$ cat src/rtl/pellet_pkg.sv
// pellet_pkg: screen geometry, coordinate widths, dummy coordinates and FSM encoding
// shared by pellet_spawner and pellet_datapath.
package pellet_pkg;
  localparam int XW = 8;
  localparam int YW = 7;
  localparam int X_MAX_DEF = 160;
  localparam int Y_MAX_DEF = 120;
  localparam logic [XW-1:0] X_DUMMY = 8'hFF;
  localparam logic [YW-1:0] Y_DUMMY = 7'h7F;
  localparam logic [2:0] S_IDLE  = 3'd0;
  localparam logic [2:0] S_ISSUE = 3'd1;
  localparam logic [2:0] S_CHECK = 3'd2;
  localparam logic [2:0] S_DONE  = 3'd3;
  localparam logic [2:0] S_FAIL  = 3'd4;
endpackage

$ cat src/rtl/lfsr16.sv
// lfsr16: 16-bit Fibonacci LFSR (taps 16,14,13,11); a zero seed is replaced by 1
// since the all-zero state would lock up.
module lfsr16 #(
  parameter logic [15:0] SEED = 16'hACE1
) (
  input  logic        clock,
  input  logic        reset_n,
  input  logic        en,
  output logic [15:0] state
);
  localparam logic [15:0] SEED_L = (SEED == 16'h0) ? 16'h0001 : SEED;
  logic [15:0] lfsr_q, lfsr_d;
  always_comb lfsr_d = en ? {lfsr_q[14:0], lfsr_q[15] ^ lfsr_q[13] ^ lfsr_q[12] ^ lfsr_q[10]} : lfsr_q;
  always_ff @(posedge clock) lfsr_q <= !reset_n ? SEED_L : lfsr_d;
  assign state = lfsr_q;
endmodule

$ cat src/rtl/pellet_spawner.sv
// pellet_spawner: draws random candidates, feeds pellet_datapath and retries until a
// legal cell off Pac-Man is found or the retry budget runs out.
module pellet_spawner
  import pellet_pkg::*;
#(
  parameter logic [15:0] SEED = 16'hACE1,
  parameter int MAX_TRIES = 64,
  parameter int X_MAX = X_MAX_DEF,
  parameter int Y_MAX = Y_MAX_DEF
) (
  input  logic          clock,
  input  logic          reset_n,
  input  logic          spawn_req,
  input  logic [XW-1:0] pac_x,
  input  logic [YW-1:0] pac_y,
  output logic          new_coord,
  output logic [XW-1:0] rand_x,
  output logic [YW-1:0] rand_y,
  input  logic          valid_coord,
  input  logic [XW-1:0] dp_x,
  input  logic [YW-1:0] dp_y,
  output logic [XW-1:0] pellet_x,
  output logic [YW-1:0] pellet_y,
  output logic          pellet_valid,
  output logic          fail,
  output logic          busy
);
  localparam int TW = (MAX_TRIES > 1) ? $clog2(MAX_TRIES) : 1;
  localparam logic [XW-1:0] XL = XW'(X_MAX);
  localparam logic [YW-1:0] YL = YW'(Y_MAX);
  localparam logic [TW-1:0] LAST = TW'(MAX_TRIES - 1);
  logic [15:0] lfsr;
  logic [XW-1:0] cx, rand_x_q, rand_x_d, pellet_x_q, pellet_x_d;
  logic [YW-1:0] cy, rand_y_q, rand_y_d, pellet_y_q, pellet_y_d;
  logic [2:0] state_q, state_d;
  logic [TW-1:0] tries_q, tries_d;
  logic new_coord_q, pellet_valid_q, fail_q, busy_q, accept;
  lfsr16 #(.SEED(SEED)) u_lfsr (
    .clock  (clock),
    .reset_n(reset_n),
    .en     (1'b1),
    .state  (lfsr)
  );
  assign cx = (lfsr[7:0] >= XL) ? lfsr[7:0] - XL : lfsr[7:0];
  assign cy = (lfsr[15:9] >= YL) ? lfsr[15:9] - YL : lfsr[15:9];
  assign accept = valid_coord && !(dp_x == pac_x && dp_y == pac_y);
  always_comb begin
    state_d = state_q;
    tries_d = tries_q;
    rand_x_d = rand_x_q;
    rand_y_d = rand_y_q;
    pellet_x_d = pellet_x_q;
    pellet_y_d = pellet_y_q;
    case (state_q)
      S_IDLE: if (spawn_req) begin
        state_d = S_ISSUE;
        tries_d = '0;
        rand_x_d = cx;
        rand_y_d = cy;
      end
      S_ISSUE: state_d = S_CHECK;
      S_CHECK: if (accept) begin
        state_d = S_DONE;
        pellet_x_d = dp_x;
        pellet_y_d = dp_y;
      end else if (tries_q == LAST) begin
        state_d = S_FAIL;
      end else begin
        state_d = S_ISSUE;
        tries_d = tries_q + TW'(1);
        rand_x_d = cx;
        rand_y_d = cy;
      end
      default: state_d = S_IDLE;
    endcase
  end
  // Status outputs are registered copies decoded from the next state.
  always_ff @(posedge clock) begin
    if (!reset_n) begin
      state_q <= S_IDLE;
      tries_q <= '0;
      rand_x_q <= X_DUMMY;
      rand_y_q <= Y_DUMMY;
      pellet_x_q <= X_DUMMY;
      pellet_y_q <= Y_DUMMY;
      new_coord_q <= 1'b0;
      pellet_valid_q <= 1'b0;
      fail_q <= 1'b0;
      busy_q <= 1'b0;
    end else begin
      state_q <= state_d;
      tries_q <= tries_d;
      rand_x_q <= rand_x_d;
      rand_y_q <= rand_y_d;
      pellet_x_q <= pellet_x_d;
      pellet_y_q <= pellet_y_d;
      new_coord_q <= state_d == S_ISSUE;
      pellet_valid_q <= state_d == S_DONE;
      fail_q <= state_d == S_FAIL;
      busy_q <= state_d == S_ISSUE || state_d == S_CHECK;
    end
  end
  assign new_coord = new_coord_q;
  assign rand_x = rand_x_q;
  assign rand_y = rand_y_q;
  assign pellet_x = pellet_x_q;
  assign pellet_y = pellet_y_q;
  assign pellet_valid = pellet_valid_q;
  assign fail = fail_q;
  assign busy = busy_q;
endmodule

$ cat config.mk
export PLATFORM = sky130hd
export DESIGN_NAME = pellet_spawner
export DESIGN_NICKNAME = d
export VERILOG_FILES = /design/src/rtl/pellet_pkg.sv /design/src/rtl/lfsr16.sv /design/src/rtl/pellet_spawner.sv
export SDC_FILE = /design/constraint.sdc
export NUM_CORES = 1
export LEC_CHECK = 0
export ABC_AREA = 0
export BUFFER_PORTS_ARGS = -buffer_cell sky130_fd_sc_hd__buf_2
export CAP_MARGIN = 40
export CORE_UTILIZATION = 40
export CTS_CLUSTER_SIZE = 20
export DETAILED_ROUTE_END_ITERATION = 6
export GPL_TIMING_DRIVEN = 1
export PLACE_DENSITY = 0.65
export SYNTH_ARGS = -nofsm -noshare
export SYNTH_HDL_FRONTEND = slang
export SYNTH_HIERARCHICAL = 1
export SYNTH_SLANG_ARGS = --single-unit
$ cat constraint.sdc
create_clock -name clock -period 2.4 [get_ports clock]
set_input_delay 0.72 -clock clock [delete_from_list [all_inputs] [get_ports clock]]
set_output_delay 0.72 -clock clock [all_outputs]
set_load 0.02 [all_outputs]
==> results of run 1 <==
placed cells by master (no fill, tap or decap), types with 2 or more instances in the layout:
| cell type | netlist | final |
|---|---|---|
| ha_1 | 3 | 3 |
| buf_4 | 0 | 13 |
| clkbuf_8 | 0 | 11 |
| inv_1 | 3 | 3 |
| buf_12 | 1 | 2 |
| nand4_1 | 2 | 2 |
| clkbuf_1 | 10 | 3 |
| nand2_1 | 48 | 48 |
| nor2_1 | 9 | 9 |
| nor2b_1 | 8 | 8 |
| a31oi_1 | 2 | 2 |
| nand3b_1 | 2 | 2 |
| clkinv_2 | 0 | 2 |
| and3_1 | 3 | 3 |
| and2_1 | 2 | 2 |
| dfxtp_1 | 59 | 59 |
| a21oi_1 | 10 | 10 |
| xor2_1 | 11 | 11 |
| o21ai_0 | 18 | 18 |
| buf_2 | 4 | 67 |
| o311ai_1 | 6 | 6 |
| nor3_1 | 3 | 3 |
| xnor2_1 | 6 | 6 |
| nand3_1 | 43 | 43 |
| nor4_1 | 2 | 2 |
| mux2i_1 | 18 | 18 |
power by group:
group          switching [uW]  total (uW)  leakage (uW)  internal (uW)
combinational             218         379      0.000880            161
sequential               46.2        1090      0.000486           1050
clock                     363         792     0.0000905            429
area by class of cell:
class	instances	area [um^2]	share of cell area, %
Multi-Input combinational cell	212	1280	39.8
Sequential cell	59	1180	36.8
Timing Repair Buffer	82	473	14.7
Clock buffer	14	163	5.07
Tap cell	75	93.8	2.92
Inverter	3	11.3	0.351
Clock inverter	2	10.0	0.312
registers in the layout, indices dropped and copies added (netlist names):
name,flops
u_lfsr/state,16
pellet_x,8
rand_x,8
pellet_y,7
rand_y,7
tries_q,6
state_q,3
busy,1
fail,1
new_coord,1
pellet_valid,1
routing by layer:
metal  up-vias  track usage, %  share of wire (%)  routed length, um
met5         -               0                  0                  0
met4         0            5.26               0.14                  8
met3         2            5.60                6.2                354
met2        60            28.3                 49               2810
met1      1050            22.5                 44               2540
li1       1170               -                  -                  -
worst max path at each step:
stage | from | endpoint | slack (ns)
6_report | dp_x[3] | tries_q[1] | 0.24
5_1_grt | dp_x[1] | tries_q[1] | 0.14
4_1_cts | dp_y[2] | tries_q[1] | 0.25
3_5_place_dp | dp_y[2] | tries_q[1] | -0.1
3_3_place_gp | dp_y[2] | tries_q[1] | -0.08
2_1_floorplan | dp_x[3] | tries_q[3] | 0.17
logic make-up after synthesis:
logic type,count (synthesis)
buffers and inverters,21
AOI/OAI and AO/OA,44
adders and majority gates,3
and+or+nand+nor,128
xor gates and xnor gates,18
other,1
DFF,59
muxes,18
metrics by stage:
step / hold slack [ns] / total power, uW
2_1_floorplan: 0.438 / 1360
3_3_place_gp: 0.445 / 1490
3_5_place_dp: 0.450 / 1490
4_1_cts: 0.464 / 2280
5_1_grt: 0.487 / 2380
6_report: 0.459 / 2260
worst min-delay path, delay by kind of cell (launching register included):
kind / cells / cell delay (ns)
AND/OR/NAND/NOR: 2 / 0.11
flip-flops: 1 / 0.32
Yosys cell counts (all sizes together):
cell	instances	share of area [%]
nor4	2	0.48
nand2b	1	0.24
conb	1	0.15
inv	3	0.44
o311ai	6	2.0
nand4	2	0.48
buf	8	2.9
nor3	4	0.97
ha	3	1.5
and2	2	0.48
nand3	43	8.3
mux2i	18	7.0
clkbuf	10	1.5
dfxtp	59	46
o21ai	18	3.5
a211oi	1	0.29
or4	1	0.44
o32ai	1	0.34
xor2	11	3.7
nor2	9	1.3
a21oi	10	1.9
nand2	48	7.0
a31oi	2	0.48
o22ai	1	0.24
xnor2	7	2.7
or2	1	0.24
and3	3	0.73
or3b	1	0.34
nand3b	2	0.58
a21o	1	0.29
nor3b	1	0.29
o2111ai	1	0.34
o211a	1	0.39
nor2b	8	1.9
o211ai	1	0.48
a31o	1	0.34
==> results.sh, run 1 <==
export IMPL_dp_hpwl_mm=4.16
export IMPL_placed_cell_area_mm2=0.00304
export IMPL_routed_via_density=5.11
export IMPL_ios=68
export IMPL_fin_worst_skew_ns=0.00487
export IMPL_root_buffer="clkbuf_8"
export IMPL_nets=404
export IMPL_die_x_um=82.3
export IMPL_gp_congestion=0.816
export IMPL_place_inst=431
export IMPL_synth_simple_area_share_pct=23.8
export IMPL_hold_viol_final=0
export IMPL_synth_xor_area_share_pct=6.40
export IMPL_grt_usage_pct=17.6
export IMPL_start_util_pct=42.6
export IMPL_grt_pass1_wl_mm=9.04
export IMPL_syn_nets=329
export IMPL_rows=28
export IMPL_routedWlPerCell_um=12.8
export IMPL_first_iter_violations=102
export IMPL_rrSetupSlack_ns=0.60
export IMPL_ant_nets=0
export IMPL_port_buffers=67
export IMPL_synth_top_family_by_area="simple AND/OR/NAND/NOR gates"
export IMPL_fin_tns_setup_ns=0
export IMPL_peakVddDrop_mv=0.537
export IMPL_synth_cell_types=40
export IMPL_postCtsSetupRepairBufs=0
export IMPL_coreArea_mm2=0.00606
export IMPL_synth_compound_area_share_pct=10.7
export IMPL_cts_resized=0
export IMPL_crit_path_end_kind="flip-flop"
export IMPL_final_area_mm2=0.00321
export IMPL_crit_arrival_ns=2.41
export IMPL_numCtsBuffers=9
export IMPL_worstSetupStartpointType="input pin"
export IMPL_rsz0062_at_grt="false"
export IMPL_fin_util_pct=53.0
export IMPL_crit_path_max_fanout=14
export IMPL_path_delay_family="simple AND/OR/NAND/NOR gates"
export IMPL_synth_area_mm2=0.00258
export IMPL_path_buf_inv=2
export IMPL_drv_cap=0
export IMPL_drcViolationCount=0
export IMPL_antenna_cells=0
export IMPL_final_setup_worst_slack_ns=0.243
export IMPL_avgSynthCellArea_um2=8.84
export IMPL_p_leak_uw=0.00146
export IMPL_worstSkewPairLatency_ns=0.33
export IMPL_worstHoldStart="pellet_y[0]"
export IMPL_fin_crit_sh_pct=89.9
export IMPL_reg2regPathDepth=6
export IMPL_min_period_ns=2.16
export IMPL_critical_path_max_stage_delay_ns=0.54
export IMPL_ys_seq_area_share_pct=45.8
export IMPL_dr_total_vias=2282
export IMPL_syn_inst=292
export IMPL_hold_path_depth=2
export IMPL_ys_warn_count=6
export IMPL_maxClockFrequency_mhz=464
export IMPL_wl_mm=5.71
export IMPL_htree_num_levels=3
export IMPL_worstSetupPathDepth=7
export IMPL_clk_pin_slew_worst_paths_ns=0.06
export IMPL_setup_viol=0
export IMPL_first_global_vias=1956
export IMPL_crit_path_cell_trace="buf_2 -> xor2_1 -> or4_4 -> o211a_1 -> buf_12 -> nor2_1 -> mux2i_1"
export IMPL_cts_tree="yes"
export IMPL_r2r_start="tries_q[0]"
export IMPL_cts_sinks=59
export IMPL_clk_path_buf_depth=2
export IMPL_area_growth_pct=24.3
export IMPL_finalMaxSlewViolations=0
export IMPL_stdcell_count=447
export IMPL_min_to="pellet_y[0]"
export IMPL_cp_slowest_cell="or4_4"
export IMPL_overflow=0
export IMPL_hold_path_class="flip-flop to flip-flop"
export IMPL_ys_ff_latch=59
export IMPL_fillers=595
export IMPL_p_per_area_mw_per_mm2=705
export IMPL_postCtsHoldBufs=0
export IMPL_worstSetupPathType="input pin to flip-flop"
export IMPL_outcome="completed"
export IMPL_grt_max_degree=26
export IMPL_place_ws_ns=-0.0982
export IMPL_synthAdderAreaFrac_pct=1.45
export IMPL_fp_dieH_um=82.3
export IMPL_r2r_end="tries_q[4]"
export IMPL_detailedRoute_firstPassIterationCount=4
export IMPL_die_area_mm2=0.00678
export IMPL_synthMuxAreaShare_pct=6.98
export IMPL_cp_required_ns=2.65
export IMPL_drive_gt1_share_pct=27.4
export IMPL_grt_antenna_before_repair=0
(Power assumes the default switching activity.)
==> run 2, diff against run 1 <==
ABC_AREA = 1   (was 0)
==> run 2 against run 1 <==
  * The flow now finishes with violations (DRC)
  * Via count is 12% higher
  * Critical endpoint unchanged
  * Combinational power is 16% higher
  * Critical path depth is 6 higher
  * Clock skew is 0.0024 ns higher
==> results.sh, run 2 <==
export IMPL_final_setup_worst_slack_ns=0.656
export IMPL_fp_dieH_um=84.1
export IMPL_worstSkewPairLatency_ns=0.32
export IMPL_root_buffer="clkbuf_8"
export IMPL_power_frac_clock_pct=33.8
export IMPL_cts_resized=0
export IMPL_final_cell_mix="nand2_1 (118), buf_2 (67), dfxtp_1 (59)"
export IMPL_cp_required_ns=2.66
export IMPL_place_inst=517
export IMPL_numCtsBuffers=9
export IMPL_worstSetupPathType="input pin to flip-flop"
export IMPL_dp_hpwl_mm=4.28
export IMPL_rsz0062_at_grt="false"
export IMPL_coreArea_mm2=0.00642
export IMPL_gp_congestion=0.774
export IMPL_intPower_uw=1650
export IMPL_comb_power_share_pct=18.7
export IMPL_synth_top_area_share_pct=43.8
export IMPL_p_sw_share_pct=29.8
export IMPL_wl_mm=6.03
export IMPL_detailedRoute_firstPassIterationCount=6
export IMPL_synth_area_leader_cell="dfxtp_1"
export IMPL_synth_cell_types=29
export IMPL_wl_met2_mm=2.80
export IMPL_grt_max_degree=35
export IMPL_p_per_area_mw_per_mm2=725
export IMPL_rows=29
export IMPL_grt_pass1_wl_mm=10.2
export IMPL_grt_antenna_before_repair=0
export IMPL_finalPower_uw=2350
export IMPL_fin_util_pct=50.5
export IMPL_cpMostUsedCell="nor2_1"
export IMPL_synth_flop_cell="dfxtp_1"
export IMPL_fin_worst_skew_ns=0.00727
export IMPL_wl_met3_um=203
export IMPL_crit_path_cell_trace="buf_2 -> nor2_1 -> nor2_1 -> nor2_1 -> nand2_1 -> nor2_1 -> nand2_1 -> nand3_2 -> nand2_1 -> buf_4 -> inv_1 -> nor2_1 -> nor2_1"
export IMPL_finalMaxSlewViolations=0
export IMPL_synth_area_leaders="dfxtp_1 (44%), nand2_1 (16%), nand3_1 (8.7%), nor2_1 (5.4%), inv_1 (5.0%)"
export IMPL_clk_pin_slew_worst_paths_ns=0.06
export IMPL_routed_via_density=4.79
export IMPL_ys_seq_area_share_pct=43.8
export IMPL_crit_arrival_ns=2.00
export IMPL_peakVddDrop_mv=0.312
export IMPL_dr_max_layer_used="met4"
export IMPL_area_growth_pct=20.4
export IMPL_p_leak_uw=0.00169
export IMPL_min_period_ns=1.74
export IMPL_largest_reg_flops=16
export IMPL_postCtsSetupRepairBufs=0
export IMPL_outcome="finished with violations"
export IMPL_fin_tns_setup_ns=0
export IMPL_ys_ff_latch=59
export IMPL_postCtsHoldBufs=0
export IMPL_maxClockFrequency_mhz=573
export IMPL_clk_path_buf_depth=2
export IMPL_seqPwrFrac_pct=47.5
export IMPL_avgSynthCellArea_um2=7.02
export IMPL_first_global_vias=2241
export IMPL_setup_viol=0
export IMPL_drive_gt1_share_pct=21.3
export IMPL_routedWlPerCell_um=11.3
export IMPL_grt_usage_pct=17.8
export IMPL_first_iter_violations=152
export IMPL_ios=68
export IMPL_nets=488
export IMPL_drcViolationCount=4
export IMPL_fin_crit_sh_pct=72.7
export IMPL_worstSetupStartpointType="input pin"
export IMPL_power_switching_uw=699
export IMPL_drv_cap=0
export IMPL_ys_async_sr_fraction_pct=0
export IMPL_crit_path_end_kind="flip-flop"
export IMPL_stdcell_count=533
export IMPL_die_area_mm2=0.00707
export IMPL_dr_total_vias=2553
export IMPL_start_util_pct=41.9
export IMPL_overflow=0
export IMPL_cp_slowest_cell="buf_4"
export IMPL_met1_length_mm=2.96
export IMPL_syn_nets=421
export IMPL_ys_top_cells_by_count="nand2_1 (118), dfxtp_1 (59), nand3_1 (47), nor2_1 (39), inv_1 (36)"
export IMPL_syn_inst=384
export IMPL_yosysMostFrequentCell="nand2_1"
export IMPL_cts_sinks=59
export IMPL_critical_path_max_stage_delay_ns=0.21
export IMPL_htree_num_levels=3
export IMPL_place_ws_ns=0.315
export IMPL_ys_warn_count=6
export IMPL_hold_path_class="flip-flop to flip-flop"
export IMPL_port_buffers=67
export IMPL_ant_nets=0
export IMPL_synth_area_mm2=0.00269
export IMPL_hold_viol_final=0
export IMPL_layout_commonest_cell="nand2_1"
export IMPL_die_x_um=84.1
export IMPL_synth_enable_flop_cells=0
export IMPL_violations="DRC"
export IMPL_cts_tree="yes"
export IMPL_antenna_cells=0
export IMPL_crit_path_max_fanout=22
## run 2: power groups by stage
stage / clock (uW) / sequential, uW / combinational (uW)
2_1_floorplan: 0 / 1190 / 242
3_3_place_gp: 0 / 1140 / 432
3_5_place_dp: 0 / 1140 / 439
4_1_cts: 818 / 1120 / 440
5_1_grt: 855 / 1130 / 497
6_report: 793 / 1120 / 440
## run 2: layout make-up
type / instances / area [um^2]
flip-flops and latches: 59 / 1180
inverters: 43 / 166
fillers: 648 / 3180
repair buffers: 73 / 393
multi-input cells: 265 / 1230
clock buffers: 14 / 163
well taps: 77 / 96.3
clock inverters: 2 / 10.0
## run 2: final timing paths
check	to	cells past startpoint	slack (ns)	from
setup reg to reg	rand_y[3]	11	0.75	tries_q[0]
setup / recovery	tries_q[1]	13	0.66	dp_y[2]
hold reg to reg	rand_x[1]	2	0.45	rand_x[1]
hold / removal	rand_x[1]	2	0.45	rand_x[1]
## run 2: worst max-delay path, delay by kind of cell
| kind | cells | cell delay (ns) |
|---|---|---|
| simple gates | 10 | 0.84 |
| buf+inv | 3 | 0.43 |
## run 2: cell families after synthesis
| kind of cell | synth area share, % |
|---|---|
| AOI/OAI and AO/OA | 9.34 |
| xor gates and xnor gates | 1.30 |
| adders and majority gates | 1.39 |
| buffers and inverters | 10.4 |
| DFF | 43.8 |
| other | 0.139 |
| and+or+nand+nor | 33.6 |
## run 2: layer usage
metal | vias to the layer above | global-route usage, %
li1 | 1357 | -
met1 | 1141 | 24.0
met2 | 50 | 27.8
met3 | 5 | 3.46
met4 | 0 | 7.05
met5 | - | 0
## run 2: metrics by stage
stage,area (um^2),hold WS [ns]
5_1_grt,3240,0.479
3_3_place_gp,3070,0.437
6_report,3240,0.448
3_5_place_dp,3070,0.439
2_1_floorplan,2690,0.449
4_1_cts,3240,0.455
